## config.mk

```make
export PLATFORM = sky130hd
export DESIGN_NAME = matrix_scan_ctrl
export DESIGN_NICKNAME = d
export VERILOG_FILES = /design/src/rtl/led_pkg.sv /design/src/rtl/matrix_scan_ctrl.sv
export SDC_FILE = /design/constraint.sdc
export NUM_CORES = 1
export LEC_CHECK = 0
export BUFFER_PORTS_ARGS = -buffer_cell sky130_fd_sc_hd__clkbuf_2
export CORE_MARGIN = 3
export CORE_UTILIZATION = 45
export CTS_CLUSTER_DIAMETER = 50
export DETAILED_ROUTE_END_ITERATION = 7
export PLACE_DENSITY = 0.69
export SKIP_CTS_REPAIR_TIMING = 1
export SYNTH_ARGS = -nofsm -noshare
export SYNTH_HDL_FRONTEND = slang
export SYNTH_SLANG_ARGS = --single-unit
```

## constraint.sdc

```tcl
create_clock -name clk -period 1.9 [get_ports clk]
set_clock_uncertainty 0.05 [all_clocks]
set_input_delay 0.38 -clock clk [delete_from_list [all_inputs] [get_ports clk]]
set_output_delay 0.38 -clock clk [all_outputs]
set_load 0.005 [all_outputs]
```

## src/rtl/led_pkg.sv

```systemverilog
// Shared definitions for the LED matrix scan controller: scan states and default geometry.
package led_pkg;

    typedef enum logic [2:0] {
        SETUP   = 3'd0,
        CLOCK   = 3'd1,
        BLANK   = 3'd2,
        LATCH   = 3'd3,
        ROWSEL  = 3'd4,
        DISPLAY = 3'd5
    } scan_state_t;

    localparam int COLS_DEF          = 32;
    localparam int ROWS_DEF          = 8;
    localparam int DISPLAY_TICKS_DEF = 64;

endpackage

```

## src/rtl/matrix_scan_ctrl.sv

```systemverilog
// HUB75-style row scan controller: shifts one row pair of RGB data, latches it,
// selects the row and keeps it lit for a fixed number of enable ticks.
module matrix_scan_ctrl
    import led_pkg::*;
#(
    parameter int COLS          = COLS_DEF,
    parameter int ROWS          = ROWS_DEF,
    parameter int DISPLAY_TICKS = DISPLAY_TICKS_DEF
) (
    input  logic                    clk,
    input  logic                    reset,
    input  logic                    shift_enb,
    output logic [$clog2(COLS)-1:0] col_addr,
    output logic [2:0]              row_addr,
    input  logic [2:0]              pix_top,
    input  logic [2:0]              pix_bot,
    output logic [2:0]              LEDs1,
    output logic [2:0]              LEDs2,
    output logic                    sclk,
    output logic                    blank,
    output logic                    latch,
    output logic [2:0]              rowSelect,
    output logic                    frame_done
);

    localparam int              CW        = $clog2(COLS);
    localparam logic [CW-1:0]   COL_LAST  = CW'(COLS - 1);
    localparam logic [2:0]      ROW_LAST  = 3'(ROWS - 1);
    localparam logic [7:0]      DISP_LAST = 8'(DISPLAY_TICKS - 1);

    scan_state_t state_r;
    logic [7:0]  disp_cnt_r;

    // Scan sequencer; all progress is gated by the external enable tick
    always_ff @(posedge clk) begin
        if (!reset) begin
            state_r    <= SETUP;
            col_addr   <= {CW{1'b0}};
            row_addr   <= 3'd0;
            rowSelect  <= 3'd0;
            LEDs1      <= 3'd0;
            LEDs2      <= 3'd0;
            sclk       <= 1'b0;
            latch      <= 1'b0;
            blank      <= 1'b1;
            frame_done <= 1'b0;
            disp_cnt_r <= 8'd0;
        end else begin
            frame_done <= 1'b0;
            if (shift_enb) begin
                case (state_r)
                    SETUP: begin
                        LEDs1   <= pix_top;
                        LEDs2   <= pix_bot;
                        sclk    <= 1'b0;
                        state_r <= CLOCK;
                    end
                    CLOCK: begin
                        sclk <= 1'b1;
                        if (col_addr == COL_LAST) begin
                            col_addr <= {CW{1'b0}};
                            state_r  <= BLANK;
                        end else begin
                            col_addr <= col_addr + CW'(1);
                            state_r  <= SETUP;
                        end
                    end
                    BLANK: begin
                        sclk    <= 1'b0;
                        blank   <= 1'b1;
                        state_r <= LATCH;
                    end
                    LATCH: begin
                        latch   <= 1'b1;
                        state_r <= ROWSEL;
                    end
                    ROWSEL: begin
                        // The freshly latched row lights up as DISPLAY is entered
                        latch      <= 1'b0;
                        rowSelect  <= row_addr;
                        blank      <= 1'b0;
                        disp_cnt_r <= 8'd0;
                        if (row_addr == ROW_LAST) begin
                            row_addr   <= 3'd0;
                            frame_done <= 1'b1;
                        end else begin
                            row_addr <= row_addr + 3'd1;
                        end
                        state_r <= DISPLAY;
                    end
                    DISPLAY: begin
                        if (disp_cnt_r == DISP_LAST) begin
                            blank      <= 1'b1;
                            disp_cnt_r <= 8'd0;
                            state_r    <= SETUP;
                        end else begin
                            disp_cnt_r <= disp_cnt_r + 8'd1;
                        end
                    end
                    default: begin
                        blank   <= 1'b1;
                        state_r <= SETUP;
                    end
                endcase
            end
        end
    end

endmodule

```

### After elaboration in Yosys (flattened, before gate mapping)

Cells that the tools add are included.

* flip-flop bits (word level): 32
* bits of input ports: 9
* output and inout bits: 21
* word-level logic and storage cells: 51

* add/sub/neg operators: 3
* equality and inequality tests: 9
* muxes and demuxes: 12
* bitwise operators: 1
* reductions and logical operators: 15

Operators by type and width (count)
* $pmux W3 S6: 1
* $pmux W8 S2: 1
* $reduce_and A2 Y1: 7
* $eq A3 B3 Y1 const B: 3
* $add A8 B1 Y8 const B: 1
* $eq A8 B6 Y1 const B: 1
* $mux W8: 1
* $eq A3 B2 Y1 const B: 2
* $mux W3: 2
* $reduce_and A3 Y1: 2
* $reduce_bool A2 Y1: 3
* $add A5 B1 Y5 const B: 1
* $eq A5 B5 Y1 const B: 1
* $mux W5: 1
* $pmux W1 S2: 2
* $add A3 B1 Y3 const B: 1
* $eq A3 B1 Y1 const B: 1
* $logic_not A3 Y1: 1
* $pmux W1 S3: 1
* $reduce_or A3 Y1: 1
* $mux W1: 2
* $mux W2: 1
* $ne A2 B2 Y1 const B: 1
* $reduce_or A2 Y1: 1
* $not A1 Y1: 1

### Longest topological paths before layout

Gate-level depths: netlist of the first run.

* depth after elaboration: 4
* depth in mapped cells: 6
* gate-level depth less buffers: 6

### Worst setup path before layout of the first run

Ideal clock, no wire load.

* kind: reg-to-reg
* start: reg col_addr[0]
* end: reg col_addr[3]
* library setup time: 0.070 ns
* arrival: 1.566 ns
* required time: 1.780 ns
* slack: 0.214 ns
* cell stages (with the launch flop): 6
* period minus slack after synthesis: 1.686 ns
* cell sequence: dfxtp_1 -> ha_1 -> and3_1 -> ha_1 -> or4_1 -> a21oi_1

* cells in the longest elaborated chain, start to end: 2

Ends and longest elaborated chain
* start: declaration: line matrix_scan_ctrl.sv:13 `output logic [$clog2(COLS)-1:0] col_addr,`
* start signal: assignment: line matrix_scan_ctrl.sv:38 `col_addr <= {CW{1'b0}};`
* start signal: assignment: line matrix_scan_ctrl.sv:61 `col_addr <= {CW{1'b0}};`
* start signal: assignment: line matrix_scan_ctrl.sv:64 `col_addr <= col_addr + CW'(1);`
* $add A5 B1 Y5 / $eq A5 B5 Y1 (equally long branches): line matrix_scan_ctrl.sv:64, matrix_scan_ctrl.sv:60
* $mux W5 *: line matrix_scan_ctrl.sv:60 `if (col_addr == COL_LAST) begin`

Mark *: on every way between the ends. The rest lies on a longest branch, timed or not.
A chain may end at the register's enable or synchronous reset.

### Worst setup path after layout of the first run

* start: reg col_addr[0]
* end: reg col_addr[2]

Same word-level chain as after synthesis.

==> results of run 1 <==
[routing by layer]
metal	track usage, %	wire (um)
met5	0	0
met1	22.5	1520
met3	5.27	136
met2	29.3	1680
met4	7.82	30
[worst max-delay path, delay by kind of cell, from the launching register on]
| family | cells | cell delay (ns) |
|---|---|---|
| AND/OR/NAND/NOR | 2 | 0.71 |
| adder cells (fa/ha/maj) | 2 | 0.44 |
| flip-flops | 1 | 0.36 |
| AO/OA/AOI/OAI | 1 | 0.20 |
[cell families (layout without fill, tap and decap cells)]
| logic type | after synthesis | after routing |
|---|---|---|
| adders and majority gates | 5 | 5 |
| DFF | 32 | 32 |
| buffers and inverters | 13 | 49 |
| xor gates and xnor gates | 1 | 1 |
| muxes | 10 | 10 |
| and+or+nand+nor | 55 | 55 |
| AOI/OAI and AO/OA | 46 | 46 |
[worst min path at each step]
stage | start | to | slack (ns) | cells after the start
detailed placement | rowSelect[1] | rowSelect[1] | 0.42 | 2
global placement | rowSelect[1] | rowSelect[1] | 0.41 | 2
global route | pix_bot[2] | LEDs2[2] | 0.24 | 3
CTS | pix_top[1] | LEDs1[1] | 0.22 | 3
finish | pix_bot[1] | LEDs2[1] | 0.24 | 3
floorplan | reset | blank | 0.41 | 1
[layout make-up]
cell class / count / area [sq um]
Timing Repair Buffer: 39 / 220
Sequential cell: 32 / 641
Inverter: 2 / 7.51
Fill cell: 305 / 1340
Tap cell: 44 / 55.1
Clock buffer: 6 / 51.3
Multi-Input combinational cell: 117 / 805
Clock inverter: 2 / 10.0
[cell usage in the layout, fill, tap and decap left out, types with 2 or more instances in the layout]
cell type   n
dfxtp_1    32
clkbuf_2   29
o21ai_0    15
nand2_1    12
a21oi_1    12
nor2_1     11
buf_4      10
mux2i_1     9
or3_1       5
clkbuf_4    5
nand3_1     4
a221oi_1    4
ha_1        4
and3_1      3
a31oi_1     3
nand4b_1    3
or4_1       2
nand2b_1    2
nand4_1     2
o21bai_1    2
clkinv_2    2
[report_power, final]
part | switching, mW | internal, mW
combinational | 0.0507 | 0.0462
sequential | 0.0124 | 0.684
clock | 0.228 | 0.176
total | 0.291 | 0.906
[sequential cells by signal, indices dropped and copies added (netlist names)]
| name | cells |
|---|---|
| col_addr | 5 |
| disp_cnt_r | 8 |
| rowSelect | 3 |
| LEDs1 | 3 |
| frame_done | 1 |
| row_addr | 3 |
| blank | 1 |
| state_r | 3 |
| LEDs2 | 3 |
| latch | 1 |
| sclk | 1 |
[per-stage QoR]
step	hold WS (ns)	area (sq um)	utilization (%)
floorplan	0.406	1510	-
global placement	0.414	1730	55.2
detailed placement	0.419	1730	55.2
CTS	0.224	1790	57.1
global route	0.243	1790	57.2
finish	0.239	1790	57.2
==> results by stage, run 1 <==
Outcome:
- The flow ran to the end, and the final reports show no timing, DRC or antenna violations.

Placement:
- In this run, placement finished with an instance count of 234.
- The wire-length estimate of the detail-placed layout is ~2500 um.
- The number of buffer cells added on primary ports is 29.
- Routability-driven placement finished with a final weighted congestion of 0.973.
- At the placement stage, the worst setup path has a slack of 0.0753 ns.

Floorplanning:
- The die height is 64.0 um.
- The core outline area is 0.00313 sq mm.
- The top-level I/O count is 30.
- The die covers 0.00409 sq mm.
- The die is between 60 and 70 um wide.
- The starting density of the core is 48.3%.
- The number of cell rows is 20.

Drt:
- The via count is 1358.
- The first TritonRoute pass finished after 4 iterations.
- The detail-routed via count per cell is approximately 5.6.
- For this block, the routed nets add up to 3370 um of wire.
- The per-cell routed wire length is 13.9 um.
- After the first detailed-routing iteration, the DRC count stood at 130.
- The number of antenna-violating nets in the routed design is 0.
- The total DRC errors in the routed layout is 0.

Layout:
- Relative to the synthesized area, the layout overhead comes to 18.4%.
- The number of antenna diodes in the final layout is 0.
- The count of nets after finishing is 211.
- In the final layout, the share of cells above drive strength 1 is 27.3%.
- The finished layout holds 242 standard cells, fillers aside.

Synth:
- The adder-cell share of the synthesized area is 4.14%.
- The post-synth net total is 176.
- Counting distinct cell types in the post-synthesis netlist gives 45.
- The Yosys step of the flow raised 0 warnings.
- The most instantiated flip-flop cell in the synthesis netlist is dfxtp_1.
- Multiplexer cells account for 6.71% of the synthesized area.
- The async set-reset flop share out of synthesis is 0%.
- The cell area after synthesis is 0.00151 sq mm.
- By area the synthesized netlist is led by dfxtp_1 42%, mux2i_1 6.0%, o21ai_0 5.0%.
- After synthesis, the mean cell area works out to 9.33 sq um.
- The area fraction in compound gates after synthesis is about a fifth.
- Synthesis produced 162 cells.
- The basic-gate share of the synthesized area counting and, or, nand and nor cells is 22.1%.
- The synthesized netlist devotes 0.579% of its cell area to XOR and XNOR gates.
- The share of the synthesized area in the top cell type is 42.4%.
- In the post-synthesis netlist, the cell with the most instances is dfxtp_1.
- The sequential element share of the synthesized area is 42.4%.
- In the synthesized netlist, the cells that appear most often are 32 x dfxtp_1, 15 x o21ai_0, 12 x a21oi_1, 12 x nand2_1, 11 x nor2_1.
- By area, the combinational part of the netlist is dominated by simple AND/OR/NAND/NOR gates.
- The synthesized design contains 0 enable-type register cells.
- dfxtp_1 takes more of the synthesized area than any other cell.
- In this run, synthesis produced a sequential element count of 32.

Timing:
- Measured against its own limit, the worst slew margin works out to 66.7%.
- Timing would allow up to about 550 MHz.
- For the pin with the worst max-slew slack, the measured transition is 0.499 ns.
- The final clock period utilization by the worst path is between 90% and 100%.
- Setup violations remaining at the end of the flow were counted as 0.
- The number of max-slew violations in the final report came to 0.
- The final-layout setup total negative slack is 0 ns.
- Setup repair after global routing left no endpoint under its margin.
- The minimum setup slack in the final design is 0.0667 ns.
- The number of hold violations in the final report is 0.
- The routed design could run at a clock period as short as 1.83 ns.

Power:
- After layout, the design draws a total of 1.20 mW.
- The worst ir drop on vdd is around 0.41 mV.
- The leakage dissipation is 0.727 nW.
- The power density over cell area is about 670 mW/mm^2.

Clock tree:
- At the later pin of the worst-skew pair, clock insertion delay measures 0.33 ns.
- The H-tree depth is 2.
- The clock sink count is 32.
- Clock-pin slew was measured on the worst setup and hold paths at 0.10 ns.
- The maximum clock path buffer count is 2.
- The clock root buffer is clkbuf_4.
- The CTS tree is built.
- The CTS buffer count is 5.

Setup path:
- Traced cell by cell, the critical path runs through ha_1 > and3_1 > ha_2 > or4b_1 > a21oi_1.
- STA classifies the critical path endpoint as a flop.
- The worst setup path is launched from a flop.
- The worst register-to-register path has a depth of 5.
- The endpoint identified for the worst register-to-register timing path is col_addr[2].
- For the worst setup path, the data required time is about 2.1 ns.
- The register-to-register setup slack is 0.07 ns.
- The critical path ends at col_addr[2].
- The category of the critical setup timing path is reg -> reg.
- The startpoint of the most critical register-to-register path is col_addr[0].
- The library cell contributing the largest single delay on the critical path is or4b_1.
- In this run the worst setup path begins at col_addr[0].
- The maximum single-stage delay on the critical path is 0.52 ns.
- The critical path arrival is 2.03 ns.
- Of all nets on the critical path, the largest fanout is 6.

Global routing:
- Entering global routing, the biggest net connects 19 pins.
- The number of global-route vias before repair is approximately 1.3k.
- Global routing consumed, over all layers together, between 10% and 20% of the routing resources.
- Summed over all layers, the global routing overflow is 0.
- The first global-routing pass estimated 5870 um of wire.
- The number of antenna violations at the first check in global routing came to 0.

Worst hold path:
- The kind of path behind the tightest hold check is in -> reg.

Run:
- The count of max-cap constraint violations is 0.
Power figures use the tool's default switching activity.
==> inputs of run 2 (changes only) <==
==> constraint.sdc (replaced) <==
create_clock -name clk -period 1.8 [get_ports clk]
set_clock_uncertainty 0.05 [all_clocks]
set_input_delay 0.36 -clock clk [delete_from_list [all_inputs] [get_ports clk]]
set_output_delay 0.36 -clock clk [all_outputs]
set_load 0.005 [all_outputs]
==> run 2 against run 1 <==
Effect of this change: non-clock buffer count rose by 5; global-route usage increased by 0.27 points; critical path type unchanged; worst setup slack improved by 0.0073 ns.
==> results by stage, run 2 (same netlist as run 1, synthesis figures left out) <==
Drt:
- The number of DRC markers in iteration 0 is 45 (-65%).
- The detail-routed via count per cell is 5.67 (+1.1%).
- The iteration count of the initial detailed-routing pass came to 4 (unchanged).
- The number of antenna-violating nets in the routed design was 0 (unchanged).
- The total DRC errors in the routed layout is 0 (unchanged).
- The via count is 1401 (+3.2%).
- The wire length after detailed routing is 3500 um (+3.9%).
- The per-cell routed wire length is 14.2 um (+1.8%).

Timing:
- The number of max-slew violations in the final report is 0 (unchanged).
- The headroom to the max-slew limit came to 75.8% (+9.1 points).
- The achievable clock frequency came to 579 MHz (+6.2%).
- The minimum clock period was 1.73 ns (-0.107 ns).
- Setup repair after global routing left no endpoint under its margin.
- The minimum hold slack is 0.211 ns (-0.0282 ns).
- The number of hold violations in the final report is 0 (unchanged).
- The final-layout setup total negative slack is 0 ns (unchanged).
- The final clock period utilization by the worst path was 95.9% (-0.60 points).
- The final setup violation count is 0 (unchanged).
- The worst-margin pin slew came to 0.363 ns (-0.137 ns).

Floorplanning:
- The die width is 64.0 um (unchanged).
- The number of cell rows is 20 (unchanged).
- The die area is 0.00409 sq mm (unchanged).
- The die height was 64.0 um (unchanged).
- The core outline area is 0.00313 sq mm (unchanged).
- The starting density of the core was 48.3% (unchanged).
- The top-level I/O count is 30 (unchanged).

Setup path:
- The library cell contributing the largest single delay on the critical path is or4_4.
- The worst reg2reg path depth is 5 (unchanged).
- The maximum single-stage delay on the critical path is 0.52 ns (about the same).
- The total buffers and inverters traversed by the critical path is 0 (unchanged).
- The depth of the critical timing path with buffers and inverters included is 5 (unchanged).
- Broken down by cell family, the worst path's largest delay share belongs to simple AND/OR/NAND/NOR gates.
- The signal on the critical path passes through ha_1 > and3_1 > ha_2 > or4_4 > a21oi_2.
- The worst-path maximum fanout is 6 (unchanged).
- STA classifies the critical path startpoint as a flop.
- The critical path arrival came to 1.95 ns (-0.08 ns).
- The data required time of the critical path is 2.03 ns (-0.07 ns).
- The category of the critical setup timing path is reg -> reg.
- The worst setup path is captured at a flop.

Placement:
- The final weighted congestion of routability-driven global placement is 0.820 (-16%).
- The number of buffer cells added on primary ports is 29 (unchanged).
- The half-perimeter wire length after placement is 2510 um (+0.85%).

Layout:
- In the final layout, the registers with the most flip-flops are disp_cnt_r: 8 flops, col_addr: 5 flops.
- The antenna diode count is 0 (unchanged).
- The fraction of final layout cells with drive strength greater than 1 is 30.5% (+3.3 points).
- The count of nets after finishing came to 216 (+2.4%).
- The most common cell after layout, fill and taps aside is dfxtp_1.
- The post-route core utilization is 59.2% (+2.0 points).
- The library cells used most frequently in the layout, excluding fill and tap cells, are 31 x dfxtp_1, 29 x clkbuf_2, 15 x o21ai_0, 14 x buf_4, 12 x nand2_1.
- The flip-flop count of the largest register after layout is 8 (unchanged).
- The area overhead of the layout relative to synthesis is 22.4%.
- The register ranked first by flip-flop count is disp_cnt_r.

Power:
- The worst ir drop on vdd is 0.411 mV (-0.20%).
- The power density over cell area is 688 mW/mm^2 (+2.8%).
- The leakage dissipation is 0.760 nW (+4.6%).

Global routing:
- The layer flagged by global routing as most heavily used is met2.
- The global-route wire length before repair came to 6090 um (+3.8%).
- The maximum number of pins on one net before global-route repair is 24 (+5).
- The global-route total usage across every layer is 18.5% (+0.27 points).
- The global-route track usage on met2 is 32.3% (+3.0 points).
- The met1 usage came to 20.5% (-2.0 points).
- The total global routing overflow is 0 (unchanged).
- The number of global-route vias before repair was 1431 (+12%).
- The met3 track utilization from global routing is 4.57% (-0.70 points).
- The number of antenna violations at the first check in global routing is 0 (unchanged).

Clock tree:
- TritonCTS built the clock tree.
- The maximum clock path buffer count came to 2 (unchanged).
- The latest clock arrival within the worst-skew pair is 0.33 ns (about the same).
- The clock-pin slew on the worst setup and hold paths is 0.10 ns (about the same).
- CTS placed an instance of clkbuf_4 at the clock tree root.
- The CTS buffer count is 5 (unchanged).
- The H-tree depth is 2 (unchanged).
- The clock sink count is 32 (unchanged).

Outcome:
- The flow ran to the end, and the final reports show no timing, DRC or antenna violations.

Run:
- The count of max-cap constraint violations came to 0 (unchanged).

Worst hold path:
- The kind of path behind the tightest hold check is in -> reg.
- The count of cells along the worst hold path is 3 (unchanged).
-- run 2: report_power, final --
part / leakage, nW / internal, mW / switching, mW
registers: 0.260 / 0.722 / 0.00965
logic: 0.462 / 0.0518 / 0.0578
clock network: 0.0380 / 0.186 / 0.246
-- run 2: final timing paths --
path | startpoint | endpoint | slack, ns
min | pix_top[0] | LEDs1[0] | 0.21
min reg2reg | rowSelect[0] | rowSelect[0] | 0.44
max reg2reg | col_addr[0] | col_addr[3] | 0.07
max | col_addr[0] | col_addr[3] | 0.07
-- run 2: per-stage QoR --
step | total power [mW] | worst slack, ns | instance area (sq um) | std cells
after floorplan | 0.809 | 0.114 | 1510 | 162
after global placement | 0.853 | 0.113 | 1780 | 239
after detailed placement | 0.857 | 0.0402 | 1780 | 239
after CTS | 1.29 | 0.0123 | 1840 | 247
after global routing | 1.33 | 0.00221 | 1850 | 247
final | 1.27 | 0.0740 | 1850 | 247
-- run 2: cell type report --
class	instances	area, sq um
Clock buffer	6	51.3
Clock inverter	2	10.0
Fill cell	292	1280
Inverter	2	7.51
Multi-Input combinational cell	117	812
Sequential cell	32	644
Tap cell	44	55.1
Timing Repair Buffer	44	270
-- run 2: worst min-delay path, cell delays in order --
cell and delay [ns]:
clkbuf_2 0.08, mux2i_1 0.05, nor2_1 0.08
-- run 2: layer usage --
layer  up-vias  share of wire (%)
met5         -                  0
met4         0                1.8
met3         7                4.7
met2        40                 51
met1       673                 43
li1        681                  -
